## src/rtl/branch_hazard_ctrl_if.sv

```systemverilog
// Bundle of decode-stage branch signals exchanged between the pipeline datapath
// (master) and the branch hazard sequencer (slave). The statistics counters are
// always present; they read as zero when BRANCH_STATS_EN is not defined in the
// sequencer build.
interface branch_hazard_ctrl_if #(
    parameter int REG_AW = 5,
    parameter int STAT_W = 32
);
    // Decode-stage instruction
    logic [5:0]        OpD;
    logic [REG_AW-1:0] RsD;
    logic [REG_AW-1:0] RtD;
    logic              ConditionD;
    // Writers further down the pipe
    logic              RegWriteE;
    logic              MemtoRegE;
    logic [REG_AW-1:0] WriteRegE;
    logic              RegWriteM;
    logic              MemtoRegM;
    logic [REG_AW-1:0] WriteRegM;
    // Control back to the datapath
    logic              StallF;
    logic              StallD;
    logic              FlushE;
    logic              FlushD;
    logic              PCSrcD;
    logic              ForwardAD;
    logic              ForwardBD;
    // Statistics
    logic [STAT_W-1:0] BrCount;
    logic [STAT_W-1:0] TakenCount;
    logic [STAT_W-1:0] StallCycles;

    modport master (
        output OpD, RsD, RtD, ConditionD,
        output RegWriteE, MemtoRegE, WriteRegE,
        output RegWriteM, MemtoRegM, WriteRegM,
        input  StallF, StallD, FlushE, FlushD, PCSrcD, ForwardAD, ForwardBD,
        input  BrCount, TakenCount, StallCycles
    );

    modport slave (
        input  OpD, RsD, RtD, ConditionD,
        input  RegWriteE, MemtoRegE, WriteRegE,
        input  RegWriteM, MemtoRegM, WriteRegM,
        output StallF, StallD, FlushE, FlushD, PCSrcD, ForwardAD, ForwardBD,
        output BrCount, TakenCount, StallCycles
    );
endinterface

```

## src/rtl/branch_hazard_ctrl.sv

```systemverilog
// Decode-stage branch sequencer for the 5-stage MIPS pipeline.
// Detects operand hazards for bne/bbt in D, stalls F/D and bubbles E until the
// operands are readable, selects M->D forwarding and resolves the branch from
// the combinational ConditionD (PCSrcD / FlushD on a taken branch).
// Optional feature: define BRANCH_STATS_EN to build saturating branch/taken/stall
// counters; otherwise the counter outputs are tied to zero and no flops exist.
module branch_hazard_ctrl #(
    parameter int         REG_AW = 5,
    parameter logic [5:0] OP_BNE = 6'b000100,
    parameter logic [5:0] OP_BBT = 6'b111111,
    parameter int         STAT_W = 32
) (
    input logic                clk,
    input logic                rst_n,
    branch_hazard_ctrl_if.slave bus
);

    typedef enum logic [1:0] {
        IDLE    = 2'd0,
        STALL   = 2'd1,
        RESOLVE = 2'd2
    } state_t;

    state_t     state;
    logic [1:0] cnt;

    logic       isBne;
    logic       branchD;
    logic       useHitE;
    logic       useHitM;
    logic [1:0] need;
    logic       stallNow;
    logic       resolveNow;

    // Register $0 is hard-wired, so it never carries a dependency.
    function automatic logic hit(input logic [REG_AW-1:0] r, input logic [REG_AW-1:0] w);
        return (r != '0) && (r == w);
    endfunction

    // Hazard depth: how many cycles the branch must wait for its operands.
    // Rt is only a source for bne; for bbt it is a bit index.
    always_comb begin
        // NOTE: every always_comb output gets a default first so no path can infer a latch.
        need    = 2'd0;
        isBne   = (bus.OpD == OP_BNE);
        branchD = isBne || (bus.OpD == OP_BBT);
        useHitE = hit(bus.RsD, bus.WriteRegE) || (isBne && hit(bus.RtD, bus.WriteRegE));
        useHitM = hit(bus.RsD, bus.WriteRegM) || (isBne && hit(bus.RtD, bus.WriteRegM));
        // Priority order yields the maximum of simultaneous E and M hazards.
        if (bus.RegWriteE && bus.MemtoRegE && useHitE) begin
            need = 2'd2;
        end else if ((bus.RegWriteE && useHitE) ||
                     (bus.RegWriteM && bus.MemtoRegM && useHitM)) begin
            need = 2'd1;
        end
    end

    // Stall and resolve qualifiers; the detection cycle in IDLE is the first stall cycle.
    always_comb begin
        stallNow   = (state == STALL) || ((state == IDLE) && branchD && (need != 2'd0));
        resolveNow = (state == RESOLVE) || ((state == IDLE) && branchD && (need == 2'd0));
    end

    // Outputs are forced low while reset is held so a branch sitting in D
    // cannot stall the pipe until reset is released.
    assign bus.StallF    = rst_n && stallNow;
    assign bus.StallD    = rst_n && stallNow;
    assign bus.FlushE    = rst_n && stallNow;
    assign bus.PCSrcD    = rst_n && resolveNow && bus.ConditionD;
    assign bus.FlushD    = rst_n && resolveNow && bus.ConditionD;
    assign bus.ForwardAD = rst_n && branchD && hit(bus.RsD, bus.WriteRegM) &&
                           bus.RegWriteM && !bus.MemtoRegM;
    assign bus.ForwardBD = rst_n && isBne && hit(bus.RtD, bus.WriteRegM) &&
                           bus.RegWriteM && !bus.MemtoRegM;

    // Sequencer: IDLE detects, STALL counts remaining stall cycles, RESOLVE fires once.
    // cnt holds the STALL-state cycles still owed after the current one, so a
    // one-cycle hazard goes straight to RESOLVE and the total stall equals need.
    always_ff @(posedge clk or negedge rst_n) begin
        if (!rst_n) begin
            state <= IDLE;
            cnt   <= 2'd0;
        end else begin
            // NOTE: sequential state uses non-blocking assignments so every flop samples pre-edge values.
            case (state)
                IDLE: begin
                    if (branchD && (need != 2'd0)) begin
                        cnt   <= need - 2'd2;
                        state <= (need == 2'd1) ? RESOLVE : STALL;
                    end
                end
                STALL: begin
                    if (cnt == 2'd0) begin
                        state <= RESOLVE;
                    end else begin
                        cnt <= cnt - 2'd1;
                    end
                end
                RESOLVE: begin
                    state <= IDLE;
                end
                default: begin
                    state <= IDLE;
                    cnt   <= 2'd0;
                end
            endcase
        end
    end

`ifdef BRANCH_STATS_EN
    logic [STAT_W-1:0] brCount;
    logic [STAT_W-1:0] takenCount;
    logic [STAT_W-1:0] stallCycles;

    // Saturating statistics: resolved branches, taken branches, stalled cycles.
    always_ff @(posedge clk or negedge rst_n) begin
        if (!rst_n) begin
            brCount     <= '0;
            takenCount  <= '0;
            stallCycles <= '0;
        end else begin
            if (resolveNow && (brCount != '1)) begin
                brCount <= brCount + STAT_W'(1);
            end
            if (resolveNow && bus.ConditionD && (takenCount != '1)) begin
                takenCount <= takenCount + STAT_W'(1);
            end
            if (stallNow && (stallCycles != '1)) begin
                stallCycles <= stallCycles + STAT_W'(1);
            end
        end
    end

    assign bus.BrCount     = brCount;
    assign bus.TakenCount  = takenCount;
    assign bus.StallCycles = stallCycles;
`else
    assign bus.BrCount     = '0;
    assign bus.TakenCount  = '0;
    assign bus.StallCycles = '0;
`endif

endmodule

```

## src/flat_wrapper.sv

```systemverilog
// flat-port wrapper written by rule: the top's interface ports become plain ports
module branch_hazard_ctrl_flat 
#(
    parameter int         REG_AW = 5,
    parameter logic [5:0] OP_BNE = 6'b000100,
    parameter logic [5:0] OP_BBT = 6'b111111,
    parameter int         STAT_W = 32
)
  (clk, rst_n, bus_OpD, bus_RsD, bus_RtD, bus_ConditionD, bus_RegWriteE, bus_MemtoRegE, bus_WriteRegE, bus_RegWriteM, bus_MemtoRegM, bus_WriteRegM, bus_StallF, bus_StallD, bus_FlushE, bus_FlushD, bus_PCSrcD, bus_ForwardAD, bus_ForwardBD, bus_BrCount, bus_TakenCount, bus_StallCycles);
  branch_hazard_ctrl_if #(.REG_AW(REG_AW), .STAT_W(STAT_W)) bus_i ();
  input logic clk;
  input logic rst_n;
  input wire logic [$bits(bus_i.OpD)-1:0] bus_OpD;
  input wire logic [$bits(bus_i.RsD)-1:0] bus_RsD;
  input wire logic [$bits(bus_i.RtD)-1:0] bus_RtD;
  input wire logic [$bits(bus_i.ConditionD)-1:0] bus_ConditionD;
  input wire logic [$bits(bus_i.RegWriteE)-1:0] bus_RegWriteE;
  input wire logic [$bits(bus_i.MemtoRegE)-1:0] bus_MemtoRegE;
  input wire logic [$bits(bus_i.WriteRegE)-1:0] bus_WriteRegE;
  input wire logic [$bits(bus_i.RegWriteM)-1:0] bus_RegWriteM;
  input wire logic [$bits(bus_i.MemtoRegM)-1:0] bus_MemtoRegM;
  input wire logic [$bits(bus_i.WriteRegM)-1:0] bus_WriteRegM;
  output wire logic [$bits(bus_i.StallF)-1:0] bus_StallF;
  output wire logic [$bits(bus_i.StallD)-1:0] bus_StallD;
  output wire logic [$bits(bus_i.FlushE)-1:0] bus_FlushE;
  output wire logic [$bits(bus_i.FlushD)-1:0] bus_FlushD;
  output wire logic [$bits(bus_i.PCSrcD)-1:0] bus_PCSrcD;
  output wire logic [$bits(bus_i.ForwardAD)-1:0] bus_ForwardAD;
  output wire logic [$bits(bus_i.ForwardBD)-1:0] bus_ForwardBD;
  output wire logic [$bits(bus_i.BrCount)-1:0] bus_BrCount;
  output wire logic [$bits(bus_i.TakenCount)-1:0] bus_TakenCount;
  output wire logic [$bits(bus_i.StallCycles)-1:0] bus_StallCycles;
  assign bus_i.OpD = bus_OpD;
  assign bus_i.RsD = bus_RsD;
  assign bus_i.RtD = bus_RtD;
  assign bus_i.ConditionD = bus_ConditionD;
  assign bus_i.RegWriteE = bus_RegWriteE;
  assign bus_i.MemtoRegE = bus_MemtoRegE;
  assign bus_i.WriteRegE = bus_WriteRegE;
  assign bus_i.RegWriteM = bus_RegWriteM;
  assign bus_i.MemtoRegM = bus_MemtoRegM;
  assign bus_i.WriteRegM = bus_WriteRegM;
  assign bus_StallF = bus_i.StallF;
  assign bus_StallD = bus_i.StallD;
  assign bus_FlushE = bus_i.FlushE;
  assign bus_FlushD = bus_i.FlushD;
  assign bus_PCSrcD = bus_i.PCSrcD;
  assign bus_ForwardAD = bus_i.ForwardAD;
  assign bus_ForwardBD = bus_i.ForwardBD;
  assign bus_BrCount = bus_i.BrCount;
  assign bus_TakenCount = bus_i.TakenCount;
  assign bus_StallCycles = bus_i.StallCycles;
  branch_hazard_ctrl #(.REG_AW(REG_AW), .OP_BNE(OP_BNE), .OP_BBT(OP_BBT), .STAT_W(STAT_W)) u_core (.clk(clk), .rst_n(rst_n), .bus(bus_i));
endmodule
```

## config.mk

```make
export PLATFORM = sky130hd
export DESIGN_NAME = branch_hazard_ctrl_flat
export DESIGN_NICKNAME = d
export VERILOG_FILES = /design/src/rtl/branch_hazard_ctrl_if.sv /design/src/rtl/branch_hazard_ctrl.sv /design/src/flat_wrapper.sv
export SDC_FILE = /design/constraint.sdc
export NUM_CORES = 1
export LEC_CHECK = 0
export BUFFER_PORTS_ARGS = -buffer_cell sky130_fd_sc_hd__clkbuf_2
export CAP_MARGIN = 20
export CORE_ASPECT_RATIO = 1.2
export CORE_MARGIN = 10
export CORE_UTILIZATION = 37
export DETAILED_ROUTE_END_ITERATION = 8
export GPL_TIMING_DRIVEN = 0
export PLACE_DENSITY = 0.82
export SKIP_CTS_REPAIR_TIMING = 1
export SLEW_MARGIN = 20
export SYNTH_ARGS = -nofsm -noshare
export SYNTH_HDL_FRONTEND = slang
export SYNTH_SLANG_ARGS = --single-unit
```

## constraint.sdc

```tcl
create_clock -name clk -period 2.1 [get_ports clk]
set_input_delay 0.21 -clock clk [delete_from_list [all_inputs] [get_ports clk]]
set_output_delay 0.21 -clock clk [all_outputs]
set_load 0.01 [all_outputs]
```

==> out/qor.yml <==
timing:
  fin_crit_sh_pct: 110
  setup_viol: 5
  clock_skew_ns: 0.00555
  final-hold-violation-count: 0
  clock.fmax_mhz: 434
  fin_ws_ns: -0.205
  rsz0062_at_grt: "true"
  finalSetupTns_ns: -0.744
  min_period_ns: 2.31
  final_max_slew_viol_count: 0
clock_network:
  cts_made_buffers: 3
  cts-htree-levels: 1
  clkSlewWorstSetupHoldPaths_ns: 0.03
  cts_buffer_depth: 2
  cts_tree: "done"
  numClockSinks: 4
  clock_latency_ns: 0.22
  clockRootBuffer: "clkbuf_8"
floorplan:
  pin_count: 136
  die_x_um: 76.1
  dieArea_um2: 6650
  core_um2: 3630
  row_count: 24
  initial_utilization_pct: 38.5
  fp.dieH_um: 87.4
global_routing:
  grt_pass1_wl_mm: 5.80
  grt_pass1_vias: 1241
  grt-ovfl-total: 0
  grt_max_degree: 11
  antenna_found_initial: 0
  gr-usage-all-layers_pct: 10.6
run_status:
  status: "finished, violations left"
  violations: "setup timing"
final_layout:
  final_nets: 354
  finalInstanceArea_um2: 2150
  diodes: 0
  drive_gt1_share_pct: 50.0
  fin_cells: 370
  layout_commonest_cell: "buf_4"
  area_growth_pct: 53.5
  mostFrequentLayoutCells: "buf_4, conb_1, clkbuf_2"
  fillers: 338
setup_path:
  required_ns: 1.89
  crit_path_start_kind: "primary input"
  end_kind: "primary output"
  r2r-start: "u_core.cnt[0]"
  worst-r2r-setup-slack_ns: 0.71
  worst-r2r-cell-count: 5
  critPathKind: "in2out"
  rr_endpoint: "u_core.cnt[1]"
  critical_path.max_fanout: 4
  crit_arrival_ns: 2.10
worst_hold_path:
  min_path_type: "in2async"
placement:
  place_congestion: 0.780
  portBuffers: 39
  post-place-ws_ns: -0.268
  post_dp_cell_area_um2: 2020
  numPlacedInstances: 364
  dp_hpwl_mm: 3.72
power_and_ir_drop:
  p_leak_nw: 1.28
  p_total_mw: 0.596
  ir_worst_vdd_uv: 115
  powerDensity_nw_per_um2: 278
routing:
  wl_per_cell_um: 11.2
  wl_mm: 4.14
  drtIter0Drc: 19
  vias: 1270
  firstDrtPassIters: 4
  route.detailed.drc: 0
  ant_nets: 0
  routed_via_density: 3.43
synth:
  ys_seq_area_share_pct: 7.16
  syn_avg_cell_area_um2: 7.86
  synth_cells: 178
  synthDistinctLibCells: 37
  ys_seq_elements: 4
  synthesis.area_um2: 1400
  yosysWarningCount: 0
job:
  cap_violations: 0
[cells by family after synthesis]
| group | after synthesis | share of synthesized area, % |
|---|---|---|
| buf+inv | 103 | 54.5 |
| simple gates | 32 | 16.1 |
| xor+xnor | 20 | 12.5 |
| compound gates | 16 | 7.87 |
| flops | 4 | 7.16 |
| fa+ha+maj | 1 | 0.894 |
| other cells | 1 | 0.268 |
| mux | 1 | 0.716 |
[worst max-delay path by stage]
stage	from	endpoint	slack [ns]
after CTS	bus_OpD[1]	bus_StallD	-0.28
after detailed placement	bus_OpD[1]	bus_StallD	-0.27
final	bus_OpD[4]	bus_PCSrcD	-0.21
after floorplan	bus_OpD[1]	bus_StallD	0.07
after global routing	bus_OpD[4]	bus_PCSrcD	-0.26
after global placement	bus_OpD[1]	bus_StallF	-0.19
[registers in the layout, summed over array words and instances (netlist names)]
name,cells
u_core.cnt,2
u_core.state,2
[metal layers]
layer	wire length [um]	share of wire (%)	global-route usage (%)	vias to the layer above
li1	-	-	-	672
met1	1150	28	8.40	513
met2	2220	54	19.3	83
met3	754	18	9.19	2
met4	21	0.51	2.54	0
met5	0	0	0	-
[stage by stage]
| step | utilization (%) | hold slack (ns) |
|---|---|---|
| 5_1_grt | 59.1 | 0.401 |
| 3_3_place_gp | 55.6 | 0.0444 |
| 2_1_floorplan | - | -0.0856 |
| 3_5_place_dp | 55.6 | 0.0473 |
| 6_report | 59.1 | 0.368 |
| 4_1_cts | 56.7 | -0.184 |
[power breakdown]
group / switching (mW) / internal, mW
sequential: 0.00119 / 0.0800
combinational: 0.168 / 0.180
clock: 0.0441 / 0.123
total: 0.213 / 0.383
[layout make-up]
type                       instances  area, um2  share of cell area (%)
tap                               52       65.1                    3.03
timing repair buffer              42        245                    11.4
clock buffer                       3       41.3                    1.92
multi-input combinational        166        933                    43.5
sequential                         4        100                    4.66
inverter                           3       11.3                   0.524
buffer                           100        751                    35.0
[synth_stat cells, drive strengths merged]
library cell | count | area, um2
buf | 100 | 751
xnor2 | 15 | 131
a21oi | 5 | 25.0
nand2 | 5 | 18.8
nor3 | 5 | 25.0
xor2 | 5 | 43.8
dfrtp | 4 | 100
o21ai | 4 | 23.8
inv | 3 | 11.3
nand4 | 3 | 18.8
or4 | 3 | 26.3
nand2b | 2 | 12.5
nor2 | 2 | 12.5
nor4 | 2 | 18.8
o2111a | 2 | 22.5
or3 | 2 | 13.8
a211o | 1 | 8.76
a21boi | 1 | 7.51
conb | 1 | 3.75
ha | 1 | 12.5
mux2i | 1 | 10.0
nand3 | 1 | 5.00
nand3b | 1 | 7.51
nand4b | 1 | 8.76
nor2b | 1 | 6.26
nor3b | 1 | 12.5
nor4b | 1 | 23.8
o211ai | 1 | 7.51
o22ai | 1 | 6.26
o41ai | 1 | 8.76
or2 | 1 | 6.26
or2b | 1 | 8.76
[critical path: stages]
cell and delay [ns]:
buf_6 0.10, or4_4 0.55, nor3b_4 0.23, nor4b_4 0.27
or2_4 0.21, nor3_2 0.04, o2111a_1 0.25, buf_4 0.13
buf_6 0.11
(Power assumes the default switching activity.)
